## src/rtl/uart_tx_pkg.sv

```systemverilog
// uart_tx_pkg: register map, STATUS/CTRL bit indices and FSM states for apb_uart_tx
package uart_tx_pkg;
  localparam logic [3:0] TXDATA_OFS = 4'h0;
  localparam logic [3:0] STATUS_OFS = 4'h4;
  localparam logic [3:0] CTRL_OFS   = 4'h8;
  localparam logic [3:0] DIV_OFS    = 4'hC;
  localparam int ST_BUSY  = 0;
  localparam int ST_FULL  = 1;
  localparam int ST_EMPTY = 2;
  localparam int ST_OVF   = 3;
  localparam int ST_CNT   = 4;
  localparam int CTRL_TX_EN  = 0;
  localparam int CTRL_IRQ_EN = 1;
  typedef enum logic [1:0] {IDLE, START, DATA, STOP} state_t;
endpackage

```

## src/rtl/tx_fifo.sv

```systemverilog
// tx_fifo: synchronous first-word-fall-through FIFO; a push into a full FIFO is taken only alongside a pop
module tx_fifo #(
  parameter int DEPTH = 8,
  parameter int WIDTH = 8,
  localparam int AW = $clog2(DEPTH)
) (
  input  logic             clk,
  input  logic             rst_n,
  input  logic             push,
  input  logic             pop,
  input  logic [WIDTH-1:0] din,
  output logic [WIDTH-1:0] dout,
  output logic [AW:0]      count,
  output logic             full,
  output logic             empty
);
  logic [WIDTH-1:0] mem [DEPTH];
  logic [AW-1:0] wr_ptr, rd_ptr;
  logic do_push, do_pop;
  assign do_pop  = pop & ~empty;
  assign do_push = push & (~full | do_pop);
  assign full    = count == (AW+1)'(DEPTH);
  assign empty   = count == '0;
  assign dout    = mem[rd_ptr];
  always_ff @(posedge clk or negedge rst_n) begin
    if (!rst_n) begin
      wr_ptr <= '0;
      rd_ptr <= '0;
      count  <= '0;
    end else begin
      wr_ptr <= wr_ptr + AW'(do_push);
      rd_ptr <= rd_ptr + AW'(do_pop);
      count  <= count + (AW+1)'(do_push) - (AW+1)'(do_pop);
    end
  end
  always_ff @(posedge clk) begin
    if (do_push) mem[wr_ptr] <= din;
  end
endmodule

```

## src/rtl/apb_uart_tx.sv

```systemverilog
// apb_uart_tx: APB slave with an 8N1 UART transmitter behind a TX FIFO and an idle/drained interrupt
module apb_uart_tx
  import uart_tx_pkg::*;
#(
  parameter int CLK_DIV    = 104,
  parameter int FIFO_DEPTH = 8
) (
  input  logic        PCLK,
  input  logic        PRESETn,
  input  logic        PSEL,
  input  logic        PENABLE,
  input  logic        PWRITE,
  input  logic [3:0]  PADDR,
  input  logic [31:0] PWDATA,
  output logic [31:0] PRDATA,
  output logic        PREADY,
  output logic        TXD,
  output logic        INTR
);
  localparam int CW = $clog2(FIFO_DEPTH) + 1;
  logic [3:0] ofs;
  logic wr, push, pop, full, empty, ovf, tx_en, irq_en, bit_end, load, txd_n;
  logic [15:0] div, wdiv, baud, baud_n;
  logic [2:0] bit_cnt, bit_cnt_n;
  logic [7:0] shreg, shreg_n, fifo_dout;
  logic [CW-1:0] count;
  logic [31:0] status, rdata;
  logic unused_bits;
  state_t state, state_n;
  assign ofs         = {PADDR[3:2], 2'b00};
  assign wr          = PSEL & PENABLE & PWRITE;
  assign push        = wr & (ofs == TXDATA_OFS);
  assign wdiv        = (PWDATA[15:0] < 16'd2) ? 16'd2 : PWDATA[15:0];
  assign unused_bits = ^{PWDATA[31:16], PADDR[1:0]};
  tx_fifo #(.DEPTH(FIFO_DEPTH), .WIDTH(8)) u_fifo (
    .clk(PCLK), .rst_n(PRESETn), .push(push), .pop(pop), .din(PWDATA[7:0]),
    .dout(fifo_dout), .count(count), .full(full), .empty(empty)
  );
  always_ff @(posedge PCLK or negedge PRESETn) begin
    if (!PRESETn) begin
      tx_en  <= 1'b0;
      irq_en <= 1'b0;
      ovf    <= 1'b0;
      div    <= 16'(CLK_DIV);
    end else begin
      if (wr && ofs == CTRL_OFS) begin
        tx_en  <= PWDATA[CTRL_TX_EN];
        irq_en <= PWDATA[CTRL_IRQ_EN];
      end
      if (wr && ofs == DIV_OFS) div <= wdiv;
      if (push && full && !pop) ovf <= 1'b1;
      else if (wr && ofs == STATUS_OFS && PWDATA[ST_OVF]) ovf <= 1'b0;
    end
  end
  assign bit_end = baud == '0;
  assign load    = tx_en & ~empty;
  // The baud counter reloads from div only at bit boundaries, so DIV writes never stretch a bit in flight.
  always_comb begin
    state_n   = state;
    baud_n    = baud - 16'd1;
    bit_cnt_n = bit_cnt;
    shreg_n   = shreg;
    pop       = 1'b0;
    case (state)
      IDLE: begin
        baud_n = baud;
        if (load) begin
          pop     = 1'b1;
          shreg_n = fifo_dout;
          baud_n  = div - 16'd1;
          state_n = START;
        end
      end
      START: if (bit_end) begin
        baud_n    = div - 16'd1;
        bit_cnt_n = '0;
        state_n   = DATA;
      end
      DATA: if (bit_end) begin
        baud_n    = div - 16'd1;
        shreg_n   = shreg >> 1;
        bit_cnt_n = bit_cnt + 3'd1;
        state_n   = (bit_cnt == 3'd7) ? STOP : DATA;
      end
      STOP: if (bit_end) begin
        baud_n  = div - 16'd1;
        pop     = load;
        shreg_n = load ? fifo_dout : shreg;
        state_n = load ? START : IDLE;
      end
      default: state_n = IDLE;
    endcase
    txd_n = (state_n == START) ? 1'b0 : (state_n == DATA) ? shreg_n[0] : 1'b1;
  end
  always_ff @(posedge PCLK or negedge PRESETn) begin
    if (!PRESETn) begin
      state   <= IDLE;
      baud    <= '0;
      bit_cnt <= '0;
      shreg   <= '0;
      TXD     <= 1'b1;
    end else begin
      state   <= state_n;
      baud    <= baud_n;
      bit_cnt <= bit_cnt_n;
      shreg   <= shreg_n;
      TXD     <= txd_n;
    end
  end
  assign status = {24'b0, 4'(count), ovf, empty, full, state != IDLE};
  assign rdata  = (ofs == STATUS_OFS) ? status :
                  (ofs == CTRL_OFS)   ? {30'b0, irq_en, tx_en} :
                  (ofs == DIV_OFS)    ? {16'b0, div} : 32'b0;
  assign PRDATA = PSEL ? rdata : 32'b0;
  assign PREADY = 1'b1;
  assign INTR   = irq_en & empty & (state == IDLE);
endmodule

```

## config.mk

```make
export PLATFORM = sky130hd
export DESIGN_NAME = apb_uart_tx
export DESIGN_NICKNAME = d
export VERILOG_FILES = /design/src/rtl/uart_tx_pkg.sv /design/src/rtl/tx_fifo.sv /design/src/rtl/apb_uart_tx.sv
export SDC_FILE = /design/constraint.sdc
export NUM_CORES = 1
export LEC_CHECK = 0
export ABC_CLOCK_PERIOD_IN_PS = 5300
export BUFFER_PORTS_ARGS = -buffer_cell sky130_fd_sc_hd__buf_4
export CAP_MARGIN = 40
export CORE_AREA = 2 2 112 114
export CTS_BUF_LIST = sky130_fd_sc_hd__clkbuf_8
export CTS_CLUSTER_DIAMETER = 100
export DETAILED_ROUTE_END_ITERATION = 8
export DIE_AREA = 0 0 114 116
export GPL_ROUTABILITY_DRIVEN = 0
export PLACE_DENSITY = 0.77
export SYNTH_ARGS = -nofsm -noshare
export SYNTH_HDL_FRONTEND = slang
export SYNTH_HIERARCHICAL = 1
export SYNTH_SLANG_ARGS = --single-unit
```

## constraint.sdc

```tcl
create_clock -name PCLK -period 5.3 [get_ports PCLK]
set_input_delay 0.265 -clock PCLK [delete_from_list [all_inputs] [get_ports PCLK]]
set_output_delay 0.265 -clock PCLK [all_outputs]
set_load 0.02 [all_outputs]
```

Yosys cells after proc, flatten, opt, wreduce, memory -nomap -nowiden
Memory sizes are Yosys's and may differ from the RTL's.
Cells that the tools add are included.
Widths: inputs -> output; s select.
{"block": "word_totals", "reg_bits": 59, "mem_bits_rw": 64, "inputBits": 41, "out_inout_bits": 35, "wordCells": 96, "n_memories": 1}
{"block": "op_classes", "add_sub_neg": 7, "order_cmp": 1, "eq_ne": 14, "mux": 31, "bitwise": 11, "reduce_logical": 18}
{"name": "u_fifo.mem", "depth": 8, "word_bits": 8, "rd": 1, "rd_ports_with_merged_regs": 0, "write_ports": 1, "line_no": "tx_fifo.sv:17", "rtl": "logic [WIDTH-1:0] mem [DEPTH];"}
{"op": "$mux 16", "n": 7}
{"op": "$pmux 16 s2", "n": 1}
{"op": "$sub 16x1->16 const B", "n": 2}
{"op": "$mux 8", "n": 3}
{"op": "$pmux 8 s3", "n": 1}
{"op": "$logic_not 16->1", "n": 1}
{"op": "$lt 16x2->1 const B", "n": 1}
{"op": "$eq 2x2->1 const B", "n": 5}
{"op": "$mux 1", "n": 10}
{"op": "$and 1x1->1", "n": 8}
{"op": "$logic_not 4->1", "n": 2}
{"op": "$mux 2", "n": 4}
{"op": "$ne 2x2->1 const B", "n": 4}
{"op": "$pmux 2 s4", "n": 1}
{"op": "$add 3x1->3", "n": 2}
{"op": "$eq 2x1->1 const B", "n": 3}
{"op": "$logic_and 1x1->1", "n": 6}
{"op": "$mux 3", "n": 2}
{"op": "$pmux 3 s2", "n": 1}
{"op": "$reduce_and 3->1", "n": 2}
{"op": "$reduce_bool 2->1", "n": 3}
{"op": "$add 4x1->4", "n": 1}
{"op": "$eq 4x4->1 const B", "n": 1}
{"op": "$sub 4x1->4", "n": 1}
{"op": "9 further kinds", "n": 10}

Logic depth before layout (Yosys ltp)
Gate-level depths: netlist (run 1).
{"block": "logic_depth", "ltp_word": 10, "mapped_depth": 14, "mapped_depth_nobuf": 13}

By module
The synthesis (run 1) kept the hierarchy.
{"mod": "apb_uart_tx", "n_inst": 1, "cells_per_inst": 394, "area_per_inst_um2": 3452.1, "seq_area_each_um2": 1231.2}
{"mod": "tx_fifo", "n_inst": 1, "cells_per_inst": 144, "area_per_inst_um2": 3056.7, "seq_area_each_um2": 2172.1}

Least setup slack after synthesis (run 1)
OpenSTA, ideal clock, no wires.
{"block": "synth_path", "path_kind": "flip-flop to flip-flop", "startpoint": "register baud[0]", "endpoint": "memory u_fifo.mem[2][0], enable pin", "arrival_time_ns": 3.007, "path_slack_ns": 1.896, "stages_incl_launch_ff": 12, "n_path_buf": 1, "period_less_slack_ns": 3.404, "path_cell_list": "dfrtp_1 -> inv_1 -> ha_1 -> nor4b_1 -> and4_1 -> buf_4 -> a21oi_2 -> or3_1 -> inv_1 -> nor2b_1 -> o21ai_2 -> nor4b_1"}
{"block": "synth_between", "elab_chain_len": 8}
{"element": "start, declared", "line_no": "apb_uart_tx.sv:23", "rtl": "logic [15:0] div, wdiv, baud, baud_n;"}
{"element": "start signal, assigned", "line_no": "apb_uart_tx.sv:104", "rtl": "baud <= baud_n;"}
{"element": "$logic_not 16->1", "line_no": "apb_uart_tx.sv:55", "rtl": "assign bit_end = baud == '0;"}
{"element": "$mux 1", "line_no": "apb_uart_tx.sv:85", "rtl": "STOP: if (bit_end) begin"}
{"element": "$pmux 1 s2", "line_no": "apb_uart_tx.sv:64", "rtl": "case (state)"}
{"element": "via pop", "line_no": "apb_uart_tx.sv:22", "rtl": "logic wr, push, pop, full, empty, ovf, tx_en, irq_en, bit_end, load, txd_n;"}
{"element": "$and 1x1->1", "line_no": "tx_fifo.sv:20", "rtl": "assign do_pop = pop & ~empty;"}
{"element": "$or 1x1->1", "line_no": "tx_fifo.sv:21", "rtl": "assign do_push = push & (~full | do_pop);"}
{"element": "$and 1x1->1", "line_no": "tx_fifo.sv:21"}
{"element": "$mux 1", "line_no": "tx_fifo.sv:37", "rtl": "if (do_push) mem[wr_ptr] <= din;"}
{"element": "$mux 1 (implied by the code)", "line_no": "tx_fifo.sv:37"}
{"element": "end, declared", "line_no": "tx_fifo.sv:17"}
The timed path passes the listed nets, and every way through them passes these cells.

Worst setup path after layout (run 1)
{"block": "layout_path", "startpoint": "register baud[0]", "endpoint": "memory u_fifo.mem[1][4], enable pin"}
Same word-level chain as after synthesis.

==> impl_metrics.ini, run 1 <==
[status]
status = finished, final reports clean

[floorplan]
core_um2 = 11900
die_y_um = 116
pin_count = 76
fp.dieW_um = 114
start_util_pct = 54.6
die_area_um2 = 13200
num_rows = 40

[sta]
setup_slack_ps = 1350
slew_headroom_pct = 38.0
rsz0062_at_grt = no
max_freq_mhz = 253
skew_ps = 11.8
hold_violations = 0
worstMarginPinSlew_ps = 917
report.final.slew_viol_count = 0
setup_tns_ps = 0
fin_crit_ps = 3950
fin_crit_sh_pct = 74.6
setup_viol = 0

[setup_path]
max_stage_delay_ps = 800
crit_arrival_ps = 4100
critical_path_class = flip-flop to flip-flop
cp.required_ps = 5450
critPathBufInv = 4
crit_family = simple AND/OR/NAND/NOR gates
cp_slowest_cell = nor4b_1
crit_fanout = 15
path_cells = inv_1, ha_1, nor4b_1, and4_1, buf_4, a21oi_2, or3_1, inv_1, nor2b_1, o21ai_2, nor4b_1, buf_4
regToRegSetupSlack_ps = 1350
start_kind = flip-flop
cp-end-kind = flip-flop

[synthesis]
synth_edf_count = 64
ys_seq_area_share_pct = 52.3
ys.flop_type = edfxtp_1
ys_seq_elements = 123
syn-cell-area_um2 = 6510
postSynthCellCount = 538
syn_avg_cell_area_um2 = 12.1
synth_cell_types = 69
ys_warn_count = 6
synthArstFlopShare_pct = 48.0

[layout]
nNetsFinal = 639
n_antenna_cell = 0
syn2layout_area_growth_pct = 11.3
nFillCells = 919
layout_common_cells = edfxtp_1 (64), dfrtp_1 (55), nand2_1 (54)
design_area_um2 = 7240
drive_gt1_share_pct = 21.9
layout_commonest_cell = edfxtp_1

[cts]
clock_sinks = 123
h-tree-depth = 4
post-cts-setup-buffers = 0
cts_tree = yes
cts-root-buf = clkbuf_8
clockBufferDepth = 2
clk_latency_ps = 440
path_clk_slew_ps = 70
cts-buffers-inserted = 17

[placement]
dp_slack_ps = 1450
port_buffers = 40
post_dp_cell_area_um2 = 6860
hpwl_um = 9180

[job]
maxCapViolations = 0

[routing]
first_pass_iters = 5
wirelength_um = 13400
routedWlPerCell_um = 18.1
route.antenna.remaining_nets = 0
drc = 0
via_per_inst = 5.90
vias = 4367
drt_iter0_markers = 245

[global_route]
grt_max_degree = 60
gr-usage-all-layers_pct = 21.3
grt_antenna_before_repair = 0
grt_pass1_wl_um = 21600
overflow = 0
grt_pass1_vias = 4278

[pwr]
ir_worst_vdd_uv = 358
p_leak_uw = 0.00298
p_per_area_nw_per_um2 = 469

[min_path]
hold_class = input port to flip-flop
cell type report:
class | instances | area [µm²] | share of cell area [%]
Timing Repair Buffer | 51 | 405 | 5.60
Sequential cell | 123 | 3400 | 47.0
Multi-Input combinational cell | 369 | 2810 | 38.8
Tap cell | 147 | 184 | 2.54
Clock buffer | 17 | 234 | 3.23
Inverter | 18 | 67.6 | 0.933
Clock inverter | 15 | 138 | 1.90
worst register-to-register path: cells and delay by family (launching register included):
kind	cells	cell delay, ps
AND/OR/NAND/NOR	5	2050
buffers and inverters	4	710
flip-flops	1	400
adder cells (fa/ha/maj)	1	270
AO/OA/AOI/OAI	2	240
routing by layer:
| metal | global-route usage, % | vias to the layer above | part of all wire [%] |
|---|---|---|---|
| met5 | 0 | - | 0 |
| met4 | 8.29 | 0 | 1.7 |
| met3 | 4.92 | 19 | 4.3 |
| met2 | 34.1 | 110 | 49 |
| met1 | 28.7 | 2170 | 45 |
| li1 | - | 2068 | - |
power by group:
part | leakage, µW | total (µW) | internal (µW) | switching (µW)
Clock | 0.000190 | 776 | 377 | 399
Sequential | 0.00130 | 1440 | 1190 | 255
Combinational | 0.00149 | 1180 | 562 | 616
through the flow:
step	hold WS (ps)	total power (µW)	util (%)	std cells
finish	76.0	3400	60.8	740
detailed placement	392	2630	57.6	707
global route	59.4	3630	60.8	740
CTS	50.6	3410	60.8	740
floorplan	-30.6	2350	-	553
global placement	390	2550	57.3	705
cell families (layout without fill, tap and decap cells):
family	after synthesis	after routing	share of synthesized area (%)
buffers and inverters	61	101	5.36
other	2	17	0.115
flip-flops	123	123	52.3
adder cells (fa/ha/maj)	18	18	3.58
XOR/XNOR	19	19	2.56
AND/OR/NAND/NOR	173	173	14.2
AO/OA/AOI/OAI	90	90	9.38
multiplexers	52	52	12.5
cells in the mapped netlist (all sizes together) (2+ instances only):
cell type | count | area (µm²)
nand4 | 3 | 18.8
o21a | 6 | 45.0
nand3 | 11 | 55.1
and4b | 2 | 20.0
and3 | 3 | 18.8
o21ai | 25 | 133
and2 | 12 | 75.1
inv | 18 | 67.6
buf | 32 | 240
a31oi | 5 | 31.3
nor4 | 10 | 96.4
or4b | 2 | 20.0
mux4 | 16 | 417
a21o | 6 | 52.6
a22o | 6 | 52.6
xnor2 | 6 | 52.6
nor3 | 16 | 85.1
nand2b | 2 | 12.5
a211oi | 3 | 22.5
nor3b | 2 | 15.0
nand4b | 2 | 17.5
or3 | 4 | 25.0
nor2b | 3 | 18.8
edfxtp | 64 | 1920
o211ai | 2 | 15.0
or2 | 4 | 25.0
clkbuf | 11 | 41.3
conb | 2 | 7.51
ha | 17 | 213
dfrtp | 55 | 1380
mux2i | 8 | 80.1
nand2 | 54 | 203
a22oi | 8 | 60.1
or4 | 5 | 41.3
xor2 | 13 | 114
o31ai | 3 | 22.5
a21oi | 15 | 78.8
a221oi | 2 | 17.5
dfstp | 4 | 105
mux2 | 28 | 315
nor2 | 31 | 119
nor4b | 5 | 43.8
sequential cells by signal (all words and copies together), names as in the netlist:
register and flops:
u_fifo/wr_ptr 3, state 2, u_fifo/mem 64, ovf 1
TXD 1, u_fifo/rd_ptr 3, irq_en 1, shreg 8
bit_cnt 3, baud 16, div 16, u_fifo/count 4
tx_en 1
final timing paths:
check,from,to,depth (start not counted)
max in group asynchronous,PRESETn,u_fifo/wr_ptr[0],2
setup reg to reg,baud[0],u_fifo/mem[1][4],12
min in group asynchronous,PRESETn,shreg[3],2
hold / removal,PWDATA[9],div[9],2
setup / recovery,baud[0],u_fifo/mem[1][4],12
hold reg to reg,bit_cnt[2],bit_cnt[2],1
timing repair:
| action | 4_1_cts | 5_1_grt |
|---|---|---|
| hold endpoints to repair | 55 | 0 |
| hold buffers | 1 | 0 |
| resized for setup | 0 | 0 |
Note: power is estimated with default switching activity, not from simulation.
==> run 2: changes to the inputs <==
Settings changed: ABC_CLOCK_PERIOD_IN_PS 5300 to 3200, PLACE_DENSITY 0.77 to 0.8.
Clock period 5.3 ns to 3.2 ns, I/O delays scaled along.
==> run 2 against run 1 <==
- setup slack got worse by 1200 ps
- flip-flop and latch count unchanged
- critical endpoint is now u_fifo/count[3]
- utilization is 2.1 points higher
- highest routed layer unchanged
- combinational power is 70% higher
- sequential power rose by 68%
==> impl_metrics.ini, run 2 (synthesized netlist as in run 1, its figures left out) <==
[layout]
syn2layout_area_growth_pct = 15.2
regMostFlops = u_fifo/mem
layout_commonest_cell = edfxtp_1
n_antenna_cell = 0
nFillCells = 862
stdcell_count = 763
drive_gt1_share_pct = 22.9
top_regs = u_fifo/mem: 64 flops, baud: 16 flops, div: 16 flops
nNetsFinal = 662
layout_common_cells = edfxtp_1 (64), buf_4 (56), dfrtp_1 (55)
largest_register_ffs = 64

[floorplan]
start_util_pct = 54.6
fp.dieW_um = 114
num_rows = 40
die_area_um2 = 13200
die_y_um = 116
pin_count = 76
core_um2 = 11900

[setup_path]
critical_path_class = flip-flop to flip-flop
crit_arrival_ps = 3390
worst-r2r-cell-count = 11
cp-startpoint = baud[12]
crit_fanout = 7
start_kind = flip-flop
reg2reg_from = baud[12]
cp.required_ps = 3570
cp-end-kind = flip-flop

[sta]
report.final.slew_viol_count = 0
rsz0062_at_grt = no
max_freq_mhz = 332
hold-worst-slack_ps = 223
setup_tns_ps = 0
skew_ps = 10.5
hold_violations = 0
slew_headroom_pct = 48.6
setup_viol = 0
setup_slack_ps = 184
fin_crit_sh_pct = 94.2
worstMarginPinSlew_ps = 770
fin_crit_ps = 3020

[routing]
wirelength_um = 14000
routedWlPerCell_um = 18.3
vias = 4510
route.antenna.remaining_nets = 0
drc = 0
drt_iter0_markers = 308
first_pass_iters = 5
via_per_inst = 5.91

[pwr]
p_leak_uw = 0.00309
switchingPower_uw = 2130
ir_worst_vdd_uv = 548
internal-power_uw = 3650
pwr-share-seq_pct = 41.9
p_sw_share_pct = 36.8
power_frac_comb_pct = 34.8
p_clk_share_pct = 23.3
p_per_area_nw_per_um2 = 770

[status]
status = finished, final reports clean

[cts]
cts-buffers-inserted = 17
path_clk_slew_ps = 70
clockBufferDepth = 2
clock_sinks = 123
cts_tree = yes
post-cts-setup-buffers = 0
clk_latency_ps = 450
h-tree-depth = 4
cts-root-buf = clkbuf_8

[global_route]
overflow = 0
gr-usage-all-layers_pct = 22.5
grt_pass1_wl_um = 22600
grt_antenna_before_repair = 0
grt_pass1_vias = 4392
grt_max_degree = 60

[placement]
dp_slack_ps = 77.3
hpwl_um = 9380
port_buffers = 40
placedCellCount = 713

[min_path]
worstHoldPathCells = 5
hold_class = input port to flip-flop
hp-start = PENABLE

[job]
maxCapViolations = 0
## run 2: cell types whose count changed in the layout (fill, tap and decap cells not counted), moves of 2 or more
cell	delta
nor4b_1	-2
clkinvlp_4	+2
dlygate4sd3_1	+17
buf_4	+7
inv_6	-2
## run 2: what timing repair did
action,in CTS,in global routing
hold endpoints to repair,128,0
resized for setup,0,5
hold buffers,18,0
setup endpoints to repair,0,34
## run 2: critical path: stages (launching register included)
cell and delay (ps):
dfrtp_1 450, nor4_2 440, and4_4 320, a21oi_2 80, or3_4 370, inv_1 90
nand2b_1 110, or2_2 330, ha_1 280, a21o_1 150, a21oi_1 170, xor2_1 150
## run 2: final cells by class
class / count / area [µm²] / area share, %
repair buffers: 74 / 601 / 8.01
clock buffers: 18 / 248 / 3.30
clock inverters: 14 / 145 / 1.94
inverters: 18 / 67.6 / 0.901
well taps: 147 / 184 / 2.45
flip-flops and latches: 123 / 3400 / 45.4
multi-input cells: 369 / 2850 / 38.0
## run 2: power groups by stage
stage / clock (µW) / sequential, µW / combinational, µW
finish: 1350 / 2420 / 2010
global placement: 0 / 2400 / 1870
global route: 1430 / 2470 / 2220
CTS: 1370 / 2390 / 1980
detailed placement: 0 / 2420 / 1950
floorplan: 0 / 2240 / 1660
## run 2: final timing paths
path / end / slack, ps
max in group asynchronous: div[9] / 2360
worst max register to register: u_fifo/count[3] / 180
min in group asynchronous: baud[12] / 330
worst min-delay path: ovf / 220
worst max-delay path: u_fifo/count[3] / 180
worst min register to register: bit_cnt[1] / 510
## run 2: routing by layer
layer | vias up | global-route usage [%] | wire, µm
met1 | 2228 | 29.4 | 5950
met3 | 26 | 5.33 | 801
li1 | 2108 | - | -
met2 | 148 | 36.7 | 6960
met4 | 0 | 8.86 | 267
met5 | - | 0 | 0
## run 2: stage by stage
stage	area, µm²	util, %	total power (µW)
finish	7500	62.9	5770
floorplan	6570	-	3890
global placement	6890	57.9	4270
CTS	7470	62.7	5740
global route	7500	62.9	6120
detailed placement	6890	57.9	4370
